$ cat config.mk
export PLATFORM = sky130hd
export DESIGN_NAME = rr_mux_arbiter
export DESIGN_NICKNAME = d
export VERILOG_FILES = /design/src/rtl/rr_mux_arbiter_pkg.sv /design/src/rtl/rr_priority_picker.sv /design/src/rtl/rr_mux_arbiter.sv
export SDC_FILE = /design/constraint.sdc
export NUM_CORES = 1
export LEC_CHECK = 0
export CORE_AREA = 2 2 72 60
export DETAILED_ROUTE_END_ITERATION = 12
export DIE_AREA = 0 0 74 62
export PLACE_DENSITY = 0.8
export SYNTH_ARGS = -nofsm -noshare
export SYNTH_HDL_FRONTEND = slang
export SYNTH_SLANG_ARGS = --single-unit
export TNS_END_PERCENT = 20
$ cat constraint.sdc
create_clock -name clk -period 1.7 [get_ports clk]
set_input_delay 0.17 -clock clk [delete_from_list [all_inputs] [get_ports clk]]
set_output_delay 0.17 -clock clk [all_outputs]
set_load 0.02 [all_outputs]
$ cat src/rtl/rr_mux_arbiter_pkg.sv
// Shared constants and helpers for the round-robin / fixed-priority mux arbiter.
package rr_mux_arbiter_pkg;

  localparam int PRIORITY_RR    = 0;
  localparam int PRIORITY_FIXED = 1;

  function automatic int clog2(input int value);
    int r;
    r = 0;
    while ((1 << r) < value) r++;
    return r;
  endfunction

endpackage

$ cat src/rtl/rr_priority_picker.sv
// One-hot grant picker: round-robin from ptr, or lowest index first.
module rr_priority_picker
  import rr_mux_arbiter_pkg::*;
#(
  parameter int CHANNELS      = 4,
  parameter int SEL_W         = 2,
  parameter int PRIORITY_MODE = PRIORITY_RR
) (
  input  logic [CHANNELS-1:0] req,
  input  logic [SEL_W-1:0]    ptr,
  output logic [CHANNELS-1:0] grant,
  output logic [SEL_W-1:0]    grant_idx
);

  logic [SEL_W-1:0]      base;
  logic [2*CHANNELS-1:0] req_dbl;
  logic [2*CHANNELS-1:0] gnt_dbl;
  logic [CHANNELS-1:0]   rot;
  logic [CHANNELS-1:0]   rot_first;

  assign base = (PRIORITY_MODE == PRIORITY_FIXED) ? '0 : ptr;

  // Rotate so the search starts at bit 0, isolate the lowest set bit, rotate back.
  assign req_dbl   = {req, req};
  assign rot       = CHANNELS'(req_dbl >> base);
  assign rot_first = rot & (~rot + CHANNELS'(1));
  assign gnt_dbl   = {{CHANNELS{1'b0}}, rot_first} << base;
  assign grant     = gnt_dbl[CHANNELS-1:0] | gnt_dbl[2*CHANNELS-1:CHANNELS];

  always_comb begin
    grant_idx = '0;
    for (int i = 0; i < CHANNELS; i++) begin
      if (grant[i]) grant_idx = SEL_W'(i);
    end
  end

endmodule

$ cat src/rtl/rr_mux_arbiter.sv
// Registered N-way merge point: valid/ready on each input and on the output,
// one word per cycle, out_sel reports which channel supplied out_data.
module rr_mux_arbiter
  import rr_mux_arbiter_pkg::*;
#(
  parameter int WIDTH         = 16,
  parameter int CHANNELS      = 4,
  parameter int SEL_W         = 2,
  parameter int PRIORITY_MODE = PRIORITY_RR
) (
  input  logic                      clk,
  input  logic                      reset,
  input  logic [CHANNELS-1:0]       in_valid,
  input  logic [CHANNELS*WIDTH-1:0] in_data,
  output logic [CHANNELS-1:0]       in_ready,
  output logic                      out_valid,
  output logic [WIDTH-1:0]          out_data,
  output logic [SEL_W-1:0]          out_sel,
  input  logic                      out_ready
);

  if (SEL_W != clog2(CHANNELS)) begin : g_bad_sel_w
    $error("rr_mux_arbiter: SEL_W must equal clog2(CHANNELS)");
  end
  if (CHANNELS < 2) begin : g_bad_channels
    $error("rr_mux_arbiter: CHANNELS must be at least 2");
  end

  logic [CHANNELS-1:0] grant;
  logic [SEL_W-1:0]    grant_idx;
  logic [SEL_W-1:0]    rr_ptr;
  logic [SEL_W-1:0]    ptr_next;
  logic [WIDTH-1:0]    grant_data;
  logic                can_load;
  logic                take;

  rr_priority_picker #(
    .CHANNELS      (CHANNELS),
    .SEL_W         (SEL_W),
    .PRIORITY_MODE (PRIORITY_MODE)
  ) u_picker (
    .req       (in_valid),
    .ptr       (rr_ptr),
    .grant     (grant),
    .grant_idx (grant_idx)
  );

  assign can_load = ~out_valid | out_ready;
  assign in_ready = grant & {CHANNELS{can_load & ~reset}};
  assign take     = |(in_valid & in_ready);
  assign ptr_next = (grant_idx == SEL_W'(CHANNELS - 1)) ? '0 : grant_idx + SEL_W'(1);

  always_comb begin
    grant_data = '0;
    for (int i = 0; i < CHANNELS; i++) begin
      if (grant[i]) grant_data = in_data[i*WIDTH +: WIDTH];
    end
  end

  always_ff @(posedge clk) begin
    if (reset) begin
      out_valid <= 1'b0;
      out_data  <= '0;
      out_sel   <= '0;
      rr_ptr    <= '0;
    end else if (take) begin
      out_valid <= 1'b1;
      out_data  <= grant_data;
      out_sel   <= grant_idx;
      rr_ptr    <= ptr_next;
    end else if (out_valid && out_ready) begin
      out_valid <= 1'b0;
    end
  end

endmodule
==> results.py, run 1 <==
metrics = {
    "run_status": {
        "status": "finished, final reports clean",
    },
    "clock_network": {
        "root_buffer": "clkbuf_8",
        "clk_latency_ns": 0.27,
        "clk_path_buf_depth": 2,
        "hold_buffers": 0,
        "clkSlewWorstSetupHoldPaths_ns": 0.08,
        "cts_tree": "built",
        "cts.sinks": 21,
        "cts_buffers": 3,
        "cts_max_level": 1,
    },
    "placement": {
        "place_congestion": 0.778,
        "io_buffers": 93,
        "place_area_um2": 2320,
        "hpwl_mm": 3.44,
        "pre_cts_ws_ns": -0.392,
    },
    "global_route": {
        "grt_usage": 0.204,
        "grt_pass1_vias": 1516,
        "grt_overflow": 0,
        "grt_max_degree": 22,
        "grt_pass1_wl_mm": 7.16,
        "antenna_found_initial": 0,
    },
    "worst_hold_path": {
        "worstHoldStart": "out_data[8]",
        "holdPathStages": 2,
        "hold_class": "flip-flop to flip-flop",
        "min_to": "out_data[8]",
    },
    "die": {
        "start_util": 0.319,
        "rows": 21,
        "die_area_um2": 4590,
        "ios": 94,
        "die_w_um": 74,
        "die_h_um": 62,
        "coreArea_um2": 3970,
    },
    "synth": {
        "synth_warnings": 0,
        "synth.distinct_cells": 30,
        "ys_ff_latch": 21,
        "yosysSeqAreaShare": 0.333,
        "synth_cells": 147,
        "synth.avg_cell_area_um2": 8.60,
        "synthesis.area_um2": 1260,
        "synth_nets": 218,
    },
    "worst_setup_path": {
        "critPathArrivalTime_ns": 1.46,
        "required_ns": 1.53,
        "crit_fanout": 7,
        "reg2regPathDepth": 6,
        "r2r-start": "rr_ptr[1]",
        "crit_type": "flip-flop to output pin",
        "end_kind": "output pin",
        "r2r_slack_ns": 0.09,
        "start_kind": "flip-flop",
        "crit_start": "rr_ptr[1]",
        "r2r_end": "out_data[14]",
    },
    "drt": {
        "drt_iter0_drc": 103,
        "drt-pass1-iter-count": 4,
        "post_drt_wl_per_cell_um": 15.4,
        "route.vias.total": 1605,
        "routed_wl_mm": 4.74,
        "routed_via_density": 5.21,
        "drc_errors": 0,
        "ant_nets": 0,
    },
    "cells_and_area": {
        "fin_area_um2": 2420,
        "layout_common_cells": "clkdlybuf4s50_1, nor2_1, dfxtp_1, buf_4, a21oi_1",
        "area_delta_synth_final_pct": 91.2,
        "diodes": 0,
        "num-nets-final": 323,
        "final_common_cell": "clkdlybuf4s50_1",
        "drive_gt1_frac": 0.171,
    },
    "pwr": {
        "power_density_nw_per_um2": 666,
        "ir_worst_vdd_v": 0.000387,
        "leakagePower_nw": 0.868,
        "p_total_mw": 1.61,
    },
    "sta": {
        "setup_slack_ns": 0.0722,
        "clock_skew_ns": 0.00365,
        "worst_hold_slack_ns": 0.485,
        "slew_violations": 0,
        "period_share": 0.958,
        "tns_ns": 0,
        "fmax_mhz": 614,
        "hold_viol_final": 0,
        "finalCriticalPeriod_ns": 1.63,
        "slew_headroom": 0.685,
        "finalSetupViolCount": 0,
        "tightest_slew_ns": 0.471,
    },
    "job": {
        "drv_cap": 0,
    },
}
[worst max-delay path: stages (launching register included)]
cell	delay [ns]
dfxtp_4	0.39
nand2b_4	0.13
a21oi_4	0.05
or2_1	0.25
nor2_1	0.09
clkdlybuf4s15_2	0.27
[kinds of logic (layout without fill, tap and decap cells)]
kind of cell / count (synthesis) / in the layout / synth area share
AO/OA/AOI/OAI: 67 / 67 / 0.409
buffers and inverters: 16 / 120 / 0.0752
flip-flops: 21 / 21 / 0.333
AND/OR/NAND/NOR: 43 / 43 / 0.183
[where the power goes]
part           internal (mW)  total, mW  switching [mW]
logic                  0.380      0.686           0.306
registers              0.546      0.581          0.0348
clock network          0.164      0.343           0.180
[worst max-delay path by stage]
| stage | slack [ns] | depth (start not counted) | to |
|---|---|---|---|
| after floorplan | 0.16 | 6 | in_ready[0] |
| after global placement | -0.38 | 5 | in_ready[2] |
| after detailed placement | -0.39 | 6 | in_ready[2] |
| after CTS | 0.004 | 4 | in_ready[1] |
| after global routing | -0.009 | 6 | out_data[10] |
| final | 0.07 | 5 | in_ready[3] |
[per-layer routing]
layer / GRT usage / wire [um]
met5: 0 / 0
met4: 0.0416 / 23
met3: 0.0419 / 286
met2: 0.356 / 2470
met1: 0.265 / 1960
[repair_timing]
item / 4_1_cts / 5_1_grt
pin swaps: 0 / 4
setup buffers: 0 / 1
gates resized for setup: 16 / 11
endpoints found under the setup margin: 22 / 11
[sequential cells by signal (all words and copies together) (netlist names)]
| signal | flops |
|---|---|
| out_data | 16 |
| out_sel | 2 |
| out_valid | 1 |
| rr_ptr | 2 |
[per-stage QoR]
step | cells | util
floorplan | 147 | -
global placement | 303 | 0.586
detailed placement | 303 | 0.586
CTS | 307 | 0.600
global route | 308 | 0.609
finish | 308 | 0.609
[Yosys cell counts]
| cell | n | share of area |
|---|---|---|
| o2bb2ai_1 | 8 | 0.055 |
| buf_4 | 2 | 0.012 |
| nor2b_1 | 4 | 0.020 |
| a21oi_1 | 11 | 0.044 |
| buf_6 | 3 | 0.027 |
| o21ba_2 | 1 | 0.0079 |
| a211oi_1 | 9 | 0.053 |
| nand2b_1 | 4 | 0.020 |
| a32o_1 | 1 | 0.0079 |
| a221oi_1 | 7 | 0.049 |
| nand3b_1 | 7 | 0.042 |
| o21ai_0 | 8 | 0.032 |
| or2_1 | 2 | 0.0099 |
| a21oi_2 | 2 | 0.014 |
| a222oi_1 | 9 | 0.071 |
| nor3_1 | 4 | 0.016 |
| buf_2 | 3 | 0.012 |
| inv_2 | 1 | 0.0030 |
| o21ai_1 | 7 | 0.028 |
| nor2_2 | 2 | 0.0099 |
| clkbuf_2 | 1 | 0.0040 |
| o221a_2 | 1 | 0.0089 |
| nor4_2 | 1 | 0.0099 |
| o32ai_4 | 1 | 0.022 |
| clkbuf_1 | 4 | 0.012 |
| o21ai_2 | 1 | 0.0069 |
| nor2_1 | 19 | 0.056 |
| inv_1 | 2 | 0.0059 |
| dfxtp_1 | 21 | 0.33 |
| a211oi_2 | 1 | 0.0099 |
[area by class of cell]
| cell class | count | area, um^2 |
|---|---|---|
| Fill cell | 354 | 1550 |
| Timing Repair Buffer | 113 | 1080 |
| Multi-Input combinational cell | 110 | 782 |
| Sequential cell | 21 | 425 |
| Tap cell | 57 | 71.3 |
| Clock buffer | 3 | 41.3 |
| Inverter | 3 | 11.3 |
| Clock inverter | 1 | 5.00 |
No activity file was read; power rests on OpenSTA's default activity.
==> run 2, diff against run 1 <==
--- a/config.mk
+++ b/config.mk
@@ -5,10 +5,12 @@
 export SDC_FILE = /design/constraint.sdc
 export NUM_CORES = 1
 export LEC_CHECK = 0
-export CORE_AREA = 2 2 72 60
+export CAP_MARGIN = 20
+export CORE_AREA = 2 2 71 59
+export CTS_BUF_LIST = sky130_fd_sc_hd__clkbuf_4 sky130_fd_sc_hd__clkbuf_8
 export DETAILED_ROUTE_END_ITERATION = 12
-export DIE_AREA = 0 0 74 62
-export PLACE_DENSITY = 0.8
+export DIE_AREA = 0 0 73 61
+export PLACE_DENSITY = 0.85
 export SYNTH_ARGS = -nofsm -noshare
 export SYNTH_HDL_FRONTEND = slang
 export SYNTH_SLANG_ARGS = --single-unit
==> results.py, run 2 (same netlist as run 1, synthesis figures left out) <==
metrics = {
    "sta": {
        "hold_viol_final": 0,
        "period_share": 0.957,
        "clock_skew_ns": 0.00354,
        "fmax_mhz": 614,
        "slew_headroom": 0.707,
        "slew_violations": 0,
        "worst_hold_slack_ns": 0.487,
        "finalSetupViolCount": 0,
        "tightest_slew_ns": 0.438,
        "finalCriticalPeriod_ns": 1.63,
        "tns_ns": 0,
    },
    "pwr": {
        "switchingPower_mw": 0.507,
        "power.share.clock": 0.216,
        "power_density_nw_per_um2": 670,
        "p_comb_frac": 0.427,
        "ir_worst_vdd_v": 0.000401,
        "switching_share": 0.314,
        "p_int_mw": 1.11,
        "pwr-share-seq": 0.358,
        "leakagePower_nw": 0.876,
    },
    "worst_setup_path": {
        "end_kind": "flip-flop",
        "r2r-start": "rr_ptr[1]",
        "required_ns": 1.84,
        "cp_cell_sequence": "nand2b_4, a21oi_2, buf_6, nor2_2, buf_12, a222oi_1, a211oi_1",
        "crit_start": "rr_ptr[1]",
        "endpoint": "out_data[11]",
        "critical_path_buf_inv_count": 2,
        "start_kind": "flip-flop",
        "critPathArrivalTime_ns": 1.77,
        "crit_fanout": 10,
        "r2r_end": "out_data[11]",
        "cp_top_family": "compound AO/OA/AOI/OAI gates",
        "cpPeakStageDelay_ns": 0.37,
        "critical_path_depth": 7,
        "r2r_slack_ns": 0.07,
        "crit_type": "flip-flop to flip-flop",
        "reg2regPathDepth": 7,
        "slowest_stage": "dfxtp_4",
    },
    "die": {
        "rows": 20,
        "die_w_um": 73,
        "coreArea_um2": 3730,
        "start_util": 0.339,
        "ios": 94,
        "die_h_um": 61,
        "die_area_um2": 4450,
    },
    "global_route": {
        "grt_usage": 0.209,
        "grt_max_degree": 22,
        "grt_pass1_wl_mm": 7.13,
        "grt_pass1_vias": 1491,
        "grt_overflow": 0,
        "antenna_found_initial": 0,
    },
    "cells_and_area": {
        "layout_common_cells": "clkdlybuf4s50_1, dfxtp_1, nor2_1, buf_4, a21oi_1",
        "reg.largest.list": "out_data (16), out_sel (2), rr_ptr (2)",
        "num-nets-final": 322,
        "final_common_cell": "clkdlybuf4s50_1",
        "area_delta_synth_final_pct": 90.9,
        "largest_reg_flops": 16,
        "drive_gt1_frac": 0.176,
        "final_cells": 294,
        "top_register": "out_data",
        "diodes": 0,
    },
    "clock_network": {
        "root_buffer": "clkbuf_8",
        "cts.sinks": 21,
        "clk_latency_ns": 0.26,
        "cts_tree": "built",
        "hold_buffers": 0,
        "cts_buffers": 3,
        "clk_path_buf_depth": 2,
        "clkSlewWorstSetupHoldPaths_ns": 0.08,
        "cts_max_level": 1,
    },
    "drt": {
        "post_drt_wl_per_cell_um": 16.0,
        "drc_errors": 0,
        "routed_via_density": 5.40,
        "drt_iter0_drc": 79,
        "drt-pass1-iter-count": 4,
        "routed_wl_mm": 4.72,
        "route.vias.total": 1587,
        "ant_nets": 0,
    },
    "worst_hold_path": {
        "hold_class": "flip-flop to flip-flop",
        "holdPathStages": 2,
    },
    "run_status": {
        "status": "finished, final reports clean",
    },
    "job": {
        "drv_cap": 0,
    },
    "placement": {
        "hpwl_mm": 3.44,
        "io_buffers": 93,
        "dp_cells": 290,
        "place_congestion": 0.758,
    },
}
-- run 2: changes by cell type in the layout (fill, tap and decap cells not counted), sizes merged --
cell / change
dlymetal6s2s: +1
clkinv: -1
dlygate4sd2: -1
-- run 2: metrics by stage --
stage,instance area (um^2),worst slack [ns],utilization,power (mW)
floorplan,1260,0.159,-,0.903
global route,2410,-0.000649,0.647,1.69
global placement,2320,-0.377,0.622,1.25
CTS,2390,0.00530,0.640,1.62
detailed placement,2320,-0.378,0.622,1.26
finish,2410,0.0723,0.647,1.62
-- run 2: final cells by class --
| class | instances | area [um^2] |
|---|---|---|
| Clock buffer | 4 | 48.8 |
| Fill cell | 292 | 1320 |
| Inverter | 3 | 11.3 |
| Multi-Input combinational cell | 110 | 783 |
| Sequential cell | 21 | 425 |
| Tap cell | 44 | 55.1 |
| Timing Repair Buffer | 112 | 1090 |
-- run 2: routing by layer --
metal / up-vias / part of all wire / track usage
met5: - / 0 / 0
met4: 0 / 0.012 / 0.0556
met3: 6 / 0.060 / 0.0532
met2: 50 / 0.49 / 0.349
met1: 751 / 0.44 / 0.272
li1: 780 / - / -
-- run 2: worst min-delay path by stage --
stage	startpoint	slack, ns	to
finish	out_data[9]	0.49	out_data[9]
global route	out_data[14]	0.50	out_data[14]
CTS	out_data[14]	0.49	out_data[14]
detailed placement	out_data[14]	0.48	out_data[14]
global placement	out_data[14]	0.47	out_data[14]
floorplan	reset	0.35	out_data[13]
-- run 2: repair_timing --
item,CTS,global route
setup endpoints to repair,21,20
buffers inserted,0,0
pin swaps,1,5
resized for setup,18,11
-- run 2: power groups by stage --
stage	registers, mW	logic, mW	clock network (mW)
CTS	0.579	0.676	0.361
floorplan	0.641	0.262	0
detailed placement	0.589	0.674	0
finish	0.579	0.689	0.348
global route	0.585	0.742	0.368
global placement	0.586	0.666	0
-- run 2: tightest hold or removal path, cell delays in order (launching register included) --
cell	delay, ns
dfxtp_1	0.32
nand3b_1	0.08
o21ai_1	0.05
==> run 3, diff against run 2 <==
--- a/config.mk
+++ b/config.mk
@@ -11,6 +11,8 @@
 export DETAILED_ROUTE_END_ITERATION = 12
 export DIE_AREA = 0 0 73 61
 export PLACE_DENSITY = 0.85
+export RECOVER_POWER = 100
+export SKIP_CTS_REPAIR_TIMING = 1
 export SYNTH_ARGS = -nofsm -noshare
 export SYNTH_HDL_FRONTEND = slang
 export SYNTH_SLANG_ARGS = --single-unit
==> results.py, run 3 (same netlist as run 1, synthesis figures left out) <==
metrics = {
    "worst_setup_path": {
        "critical_path_buf_inv_count": 2,
        "cp_top_family": "compound AO/OA/AOI/OAI gates",
        "cpPeakStageDelay_ns": 0.36,
        "critPathArrivalTime_ns": 1.78,
        "cp_cell_sequence": "nand2b_1, a21oi_2, buf_6, nor2_2, buf_12, a222oi_1, a211oi_1",
        "crit_fanout": 10,
        "crit_type": "flip-flop to flip-flop",
        "end_kind": "flip-flop",
        "slowest_stage": "dfxtp_2",
        "required_ns": 1.84,
        "start_kind": "flip-flop",
    },
    "cells_and_area": {
        "final_common_cell": "clkdlybuf4s50_1",
        "area_delta_synth_final_pct": 90.0,
        "utilization": 0.644,
        "num-nets-final": 322,
        "top_register": "out_data",
        "largest_reg_flops": 16,
        "layout_common_cells": "clkdlybuf4s50_1, dfxtp_1, dlygate4sd3_1, nor2_1, buf_4",
        "final_cells": 294,
        "diodes": 0,
        "drive_gt1_frac": 0.168,
        "reg.largest.list": "out_data (16), out_sel (2), rr_ptr (2)",
    },
    "sta": {
        "hold_viol_final": 0,
        "finalCriticalPeriod_ns": 1.64,
        "rsz0062_at_grt": "true",
        "setup_slack_ns": 0.0608,
        "slew_headroom": 0.709,
        "period_share": 0.964,
        "clock_skew_ns": 0.00483,
        "worst_hold_slack_ns": 0.485,
        "finalSetupViolCount": 0,
        "fmax_mhz": 610,
        "slew_violations": 0,
        "tightest_slew_ns": 0.436,
    },
    "worst_hold_path": {
        "hold_class": "flip-flop to flip-flop",
    },
    "clock_network": {
        "clkSlewWorstSetupHoldPaths_ns": 0.08,
        "cts_max_level": 1,
        "clk_latency_ns": 0.27,
        "cts_buffers": 3,
        "cts.sinks": 21,
        "cts_tree": "built",
        "root_buffer": "clkbuf_8",
        "clk_path_buf_depth": 2,
    },
    "drt": {
        "route.vias.total": 1570,
        "drt_iter0_drc": 87,
        "drc_errors": 0,
        "routed_via_density": 5.34,
        "routed_wl_mm": 4.77,
        "ant_nets": 0,
        "drt-pass1-iter-count": 6,
        "post_drt_wl_per_cell_um": 16.2,
    },
    "die": {
        "ios": 94,
        "rows": 20,
        "die_w_um": 73,
        "start_util": 0.339,
        "die_area_um2": 4450,
        "die_h_um": 61,
        "coreArea_um2": 3730,
    },
    "placement": {
        "pre_cts_ws_ns": -0.378,
        "hpwl_mm": 3.44,
        "place_congestion": 0.758,
        "io_buffers": 93,
        "dp_cells": 290,
    },
    "global_route": {
        "grt_usage": 0.208,
        "grt_max_degree": 22,
        "grt_pass1_vias": 1471,
        "antenna_found_initial": 0,
        "grt_overflow": 0,
        "grt_pass1_wl_mm": 7.08,
    },
    "pwr": {
        "p_total_mw": 1.60,
        "power_density_nw_per_um2": 666,
        "ir_worst_vdd_v": 0.000397,
        "leakagePower_nw": 0.927,
    },
    "job": {
        "drv_cap": 0,
    },
    "run_status": {
        "status": "finished, final reports clean",
    },
}
-- run 3: changes by cell type in the layout (fill, tap and decap cells not counted), sizes merged --
| cell | change |
|---|---|
| buf | -2 |
| clkbuf | +4 |
| clkdlybuf4s15 | -2 |
| clkdlybuf4s50 | -19 |
| dlygate4sd2 | -3 |
| dlygate4sd3 | +19 |
| dlymetal6s2s | +3 |
-- run 3: area by class of cell --
class,instances,area (um^2)
clock buffers,4,48.8
fillers,301,1330
inverters,3,11.3
multi-input cells,110,786
flip-flops and latches,21,423
well taps,44,55.1
repair buffers,112,1080
-- run 3: per-layer routing --
metal	global-route usage	wire length (um)	vias up
met5	0	0	-
met4	0.0476	40	0
met3	0.0532	251	4
met2	0.347	2380	36
met1	0.271	2090	750
li1	-	-	780
-- run 3: metrics by stage --
stage	TNS [ns]	cell area, um^2
3_5_place_dp	-7.39	2320
5_1_grt	-0.0453	2400
3_3_place_gp	-6.60	2320
2_1_floorplan	0	1260
4_1_cts	-2.06	2370
6_report	0	2400
-- run 3: report_power, final --
group / switching (mW) / internal (mW) / total [mW]
sequential: 0.0310 / 0.546 / 0.577
combinational: 0.311 / 0.360 / 0.671
clock: 0.169 / 0.183 / 0.352
-- run 3: final timing paths --
path | start | cells after the start | slack (ns) | to
worst min-delay path | out_data[9] | 2 | 0.48 | out_data[9]
worst max-delay path | rr_ptr[1] | 7 | 0.06 | out_data[11]
worst min register to register | out_data[9] | 2 | 0.48 | out_data[9]
worst max register to register | rr_ptr[1] | 7 | 0.06 | out_data[11]
-- run 3: worst min-delay path, delay by kind of cell, from the launching register on --
family,cells,cell delay (ns)
AOI/OAI and AO/OA,1,0.05
and+or+nand+nor,1,0.08
DFF,1,0.31
